**config.mk**
```make
export PLATFORM = sky130hd
export DESIGN_NAME = uart_rx
export DESIGN_NICKNAME = d
export VERILOG_FILES = /design/src/rtl/uart_rx.sv
export SDC_FILE = /design/constraint.sdc
export NUM_CORES = 1
export LEC_CHECK = 0
export CORE_MARGIN = 2
export CORE_UTILIZATION = 57
export DETAILED_ROUTE_END_ITERATION = 8
export PLACE_DENSITY = 0.8
export SLEW_MARGIN = 40
export SYNTH_ARGS = -nofsm -noshare
export SYNTH_HDL_FRONTEND = slang
export SYNTH_SLANG_ARGS = --single-unit
```
**constraint.sdc**
```tcl
create_clock -name clk -period 2.6 [get_ports clk]
set_clock_uncertainty 0.15 [all_clocks]
set_input_delay 0.39 -clock clk [delete_from_list [all_inputs] [get_ports clk]]
set_output_delay 0.39 -clock clk [all_outputs]
set_load 0.005 [all_outputs]
```
**src/rtl/uart_rx.sv**
```systemverilog
// uart_rx: 8N1 UART receiver with 16x oversampling, 2-of-3 mid-bit majority vote and stop-bit framing check.
module uart_rx #(
  parameter int CLK_FREQ   = 100_000_000,
  parameter int BAUD_RATE  = 9600,
  parameter int OVERSAMPLE = 16
) (
  input  logic       clk,
  input  logic       rst,
  input  logic       rx,
  output logic [7:0] rx_data,
  output logic       rx_done,
  output logic       rx_busy,
  output logic       frame_err
);
  localparam int DIV = CLK_FREQ / (BAUD_RATE * OVERSAMPLE);
  localparam int DW  = DIV > 1 ? $clog2(DIV) : 1;
  typedef enum logic [1:0] {IDLE, START, DATA, STOP} state_t;
  state_t        state_q;
  logic          sync1_q, sync2_q, dly_q, s7_q, s8_q;
  logic [DW-1:0] div_cnt_q;
  logic [3:0]    sample_cnt_q;
  logic [2:0]    bit_cnt_q;
  logic [7:0]    shift_q;
  logic          start_edge, tick, vote_tick, vote;
  assign start_edge = dly_q & ~sync2_q;
  assign tick       = div_cnt_q == DW'(DIV - 1);
  assign vote_tick  = tick && sample_cnt_q == 4'd9;
  assign vote       = (s7_q & s8_q) | (s7_q & sync2_q) | (s8_q & sync2_q);
  always_ff @(posedge clk or negedge rst) begin
    if (!rst) begin
      state_q      <= IDLE;
      sync1_q      <= 1'b1;
      sync2_q      <= 1'b1;
      dly_q        <= 1'b1;
      s7_q         <= 1'b1;
      s8_q         <= 1'b1;
      div_cnt_q    <= '0;
      sample_cnt_q <= '0;
      bit_cnt_q    <= '0;
      shift_q      <= '0;
      rx_data      <= '0;
      rx_done      <= 1'b0;
      rx_busy      <= 1'b0;
      frame_err    <= 1'b0;
    end else begin
      sync1_q   <= rx;
      sync2_q   <= sync1_q;
      dly_q     <= sync2_q;
      rx_done   <= 1'b0;
      frame_err <= 1'b0;
      div_cnt_q <= tick ? '0 : div_cnt_q + 1'b1;
      if (tick) sample_cnt_q <= sample_cnt_q + 1'b1;
      if (tick && sample_cnt_q == 4'd7) s7_q <= sync2_q;
      if (tick && sample_cnt_q == 4'd8) s8_q <= sync2_q;
      case (state_q)
        IDLE: if (start_edge) begin
          // restart the tick grid on the edge so votes land mid-bit
          state_q      <= START;
          rx_busy      <= 1'b1;
          div_cnt_q    <= '0;
          sample_cnt_q <= '0;
        end
        START: if (vote_tick) begin
          state_q   <= vote ? IDLE : DATA;
          rx_busy   <= ~vote;
          bit_cnt_q <= '0;
        end
        DATA: if (vote_tick) begin
          shift_q   <= {vote, shift_q[7:1]};
          bit_cnt_q <= bit_cnt_q + 1'b1;
          if (bit_cnt_q == 3'd7) state_q <= STOP;
        end
        STOP: if (vote_tick) begin
          state_q   <= IDLE;
          rx_busy   <= 1'b0;
          rx_done   <= vote;
          frame_err <= ~vote;
          if (vote) rx_data <= shift_q;
        end
        default: state_q <= IDLE;
      endcase
    end
  end
endmodule

```
==> run summary <==
Across the VDD grid, the largest voltage drop is 0.450 mV. The highest clock frequency the design can meet came out at 0.460 GHz. The total of warnings raised by yosys came out at 0.

Of the cells placed in the final design, the portion with a size suffix greater than 1 is 0.244. The kind of start point of the critical path is a register. The power density of the placed cells is approximately 600 nW/µm². The count of pins on the block boundary came out at 14.

The register clock-pin slew on the reported worst setup and hold paths came out at between 100 and 150 ps. By area the synthesized netlist is led by sky130_fd_sc_hd__dfrtp_1, sky130_fd_sc_hd__mux2_2, sky130_fd_sc_hd__dfstp_2. The length of the first detailed-routing pass in iterations is 4.

The type of the setup path with the least slack is register to register. The share of the clock period used by the worst path came out at 0.836. The area overhead of the layout relative to synthesis came out at 12.2%.

The final worst-path setup slack is around 430 ps. The basic-gate share of the synthesized area counting and, or, nand and nor cells is 0.192. The number of distinct library cells after synthesis came out at 39. The fraction of the mapped netlist area in compound gates was 0.0369.

The filler-free cell count of the finished design came out at approximately 230. The worst-skew pair later-pin latency came out at 350 ps. The static leakage came out at 1.04 nW.

The via count of the first global-routing pass came out at 1255. The post-layout minimum cycle time is 2170 ps. The predominant post-synthesis flop cell is sky130_fd_sc_hd__dfrtp_1. The data required time of the worst path came out at approximately 2700 ps. Before CTS, the worst setup slack after placement is 437 ps. The count of maximum capacitance violations is 0. Setup repair after global routing left no endpoint under its margin. The share of synthesized flip-flops with an asynchronous set or reset came out at 1.00.

The mean instance size in the synthesized netlist came out at about 12 µm². The design area is 2210 µm². Detailed placement finished with a half-perimeter wire length of ~2400 µm. The element type at the critical path end is a register. The placeable core area is 3340 µm². The routed wire length came out at between 3000 and 4000 µm. The largest fanout on the critical path came out at 8. In this run the deepest clock path goes through 2 buffers. The violation count after the first detailed-routing iteration is 70. The width of the die came out at 62.7 µm.

The die area came out at 3940 µm². After synthesis the netlist holds a flip-flop and latch count of 43. Traced cell by cell, the critical path runs through inv_1, ha_1, and3b_1, nand2_1, nor3_4, mux2_2. The flow ran to the end, and the final reports show no timing, DRC or antenna violations. After synthesis, the largest family of logic cells by area is simple AND/OR/NAND/NOR gates. Of the total synthesized cell area, the portion taken by full adders, half adders and majority gates is 0.0496. The data arrival time at the worst-slack endpoint came out at 2270 ps. The number of max-slew violations in the final report is 0.

In this run the tightest slew margin relative to its limit is 0.505. The synthesized cell area came out at 1970 µm². The post-detailed-route count of antenna-violating nets is 0.

For flop-to-flop paths, the worst setup slack is roughly 430 ps. Total power for the finished layout comes to 1.32 mW. The floorplan has 21 rows. The initial antenna violation count came to 0. The overall fraction of global-route tracks in use came out at 0.198. The maximum level of the CTS H-tree is 2.

The maximum number of pins on one net before global-route repair is 44. The count of instances resized after the clock tree is built came out at 0. CTS placed an instance of sky130_fd_sc_hd__clkbuf_4 at the clock tree root. The stage delay of the slowest cell on the critical path is 430 ps. The area fraction of the dominant cell type after synthesis came out at 0.483. The number of clock sinks seen by CTS is 43. Detailed routing inserted a total of 1267 vias. The count of buffers added on input and output ports is 13. The count of placed standard cells including taps came out at 217.

The total DRC errors in the routed layout is 0. The layout net count is 189. The CTS buffer count is 5.

Measured along the y axis, the die boundary spans 62.7 µm. At the end of routability-driven placement, the weighted congestion stood at 0.788. The number of enable flip-flop cells after synthesis came out at 0. The first-pass GRT wire length is 6030 µm. The total overflow left after global routing is 0. On the critical path, the stage with the largest delay is an instance of sky130_fd_sc_hd__dfrtp_1.

The clock tree from TritonCTS is done. The transition at the pin with the smallest max-transition slack is 741 ps. After detailed placement, the total cell area comes to 2140 µm².

The share of synthesized area spent on multiplexers came out at 0.113. The sequential-to-total area share from yosys stat is 0.550. The initial utilization of the core area, before any placement, comes to 0.589. The accumulated negative setup slack is 0 ps. The detailed-route vias per instance is 5.61. Of the total synthesized cell area, the portion taken by XOR and XNOR cells is 0.0401. sky130_fd_sc_hd__dfrtp_1 takes more of the synthesized area than any other cell. The count of antenna diodes in the layout came out at 0. The worst hold path belongs to the class register to register. Setup violations remaining at the end of the flow were counted as 0. Synthesis produced 161 cells. The number of nets in the synthesized netlist is 171.

The number of failing hold endpoints at the final stage came out at 0. The number of post-CTS setup repair buffers is 0. The routed length per instance came out at 15.0 µm.
-- state kept, by name (all words and copies together) (netlist names), named ones only --
signal / flops
div_cnt_q: 10
rx_data: 8
shift_q: 8
sample_cnt_q: 4
bit_cnt_q: 3
dly_q: 1
frame_err: 1
rx_busy: 1
rx_done: 1
s7_q: 1
s8_q: 1
state_q: 1
sync1_q: 1
sync2_q: 1
-- metal layers --
| metal | global-route usage | vias to the layer above | wire length, µm | share of wire |
|---|---|---|---|---|
| li1 | - | 597 | - | - |
| met1 | 0.264 | 641 | 1550 | 0.46 |
| met2 | 0.312 | 23 | 1660 | 0.49 |
| met3 | 0.0667 | 6 | 133 | 0.039 |
| met4 | 0.0583 | 0 | 42 | 0.012 |
| met5 | 0 | - | 0 | 0 |
-- placed cells by master (no fill, tap or decap), types with 2 or more instances in the layout --
cell	n
sky130_fd_sc_hd__clkdlybuf4s50_1	12
sky130_fd_sc_hd__ha_1	7
sky130_fd_sc_hd__inv_1	5
sky130_fd_sc_hd__nand4_1	2
sky130_fd_sc_hd__mux2i_1	2
sky130_fd_sc_hd__nor3_4	2
sky130_fd_sc_hd__dfrtp_1	38
sky130_fd_sc_hd__dfstp_2	5
sky130_fd_sc_hd__clkbuf_4	5
sky130_fd_sc_hd__buf_4	2
sky130_fd_sc_hd__nor2_1	19
sky130_fd_sc_hd__a211o_1	2
sky130_fd_sc_hd__nand3_1	7
sky130_fd_sc_hd__nand2_1	7
sky130_fd_sc_hd__xnor2_1	6
sky130_fd_sc_hd__mux2_2	18
sky130_fd_sc_hd__xor2_1	3
sky130_fd_sc_hd__and3_2	2
sky130_fd_sc_hd__and3_1	5
sky130_fd_sc_hd__o21ai_0	2
sky130_fd_sc_hd__a21oi_1	4
sky130_fd_sc_hd__nor3_1	3
-- cells by family after synthesis --
kind of cell | after synthesis
simple gates | 61
flops | 43
mux | 20
compound gates | 11
xor+xnor | 9
buf+inv | 9
fa+ha+maj | 8
-- critical path: cells and delay by family, from the launching register on --
family / cells / cell delay (ps)
AND/OR/NAND/NOR: 3 / 850
buffers and inverters: 1 / 90
adder cells (fa/ha/maj): 1 / 150
flip-flops: 1 / 430
multiplexers: 1 / 390
-- where the power goes --
group          internal [mW]  switching [mW]
Sequential             0.729          0.0761
Clock                  0.104           0.206
Combinational         0.0941           0.105
-- repair_timing --
item	in CTS	in global routing
setup endpoints to repair	0	0
hold buffers	1	0
endpoints found under the hold margin	38	0
-- worst paths after layout --
| kind | start | end | cells after the start |
|---|---|---|---|
| max | sample_cnt_q[1] | rx_data[5] | 6 |
| min | sync1_q | sync2_q | 0 |
| max reg2reg | sample_cnt_q[1] | rx_data[5] | 6 |
| min reg2reg | sync1_q | sync2_q | 0 |
| max in group asynchronous | rst | sync1_q | 2 |
| min in group asynchronous | rst | bit_cnt_q[1] | 2 |
-- final cells by class --
cell class / count / area, µm²
inverters: 5 / 18.8
repair buffers: 15 / 145
well taps: 46 / 57.6
multi-input cells: 109 / 850
flip-flops and latches: 43 / 1080
fillers: 272 / 1130
clock buffers: 6 / 41.3
clock inverters: 2 / 12.5
-- cells in the mapped netlist (all sizes together) (2+ instances only) --
master and instances:
dfstp 5, nor3 5, and3 7, clkbuf 4, mux2i 2, mux2 18
inv 5, xnor2 6, dfrtp 38, nand4 2, a21oi 4, nand3 8
a211o 2, o21ai 2, ha 7, nand2 7, xor2 3, nor2 19
-- stage by stage --
step | util | hold WS, ps
3_5_place_dp | 0.642 | 199
4_1_cts | 0.661 | 217
3_3_place_gp | 0.642 | 195
6_report | 0.661 | 215
2_1_floorplan | - | -55.6
5_1_grt | 0.661 | 228
(Power assumes the default switching activity.)
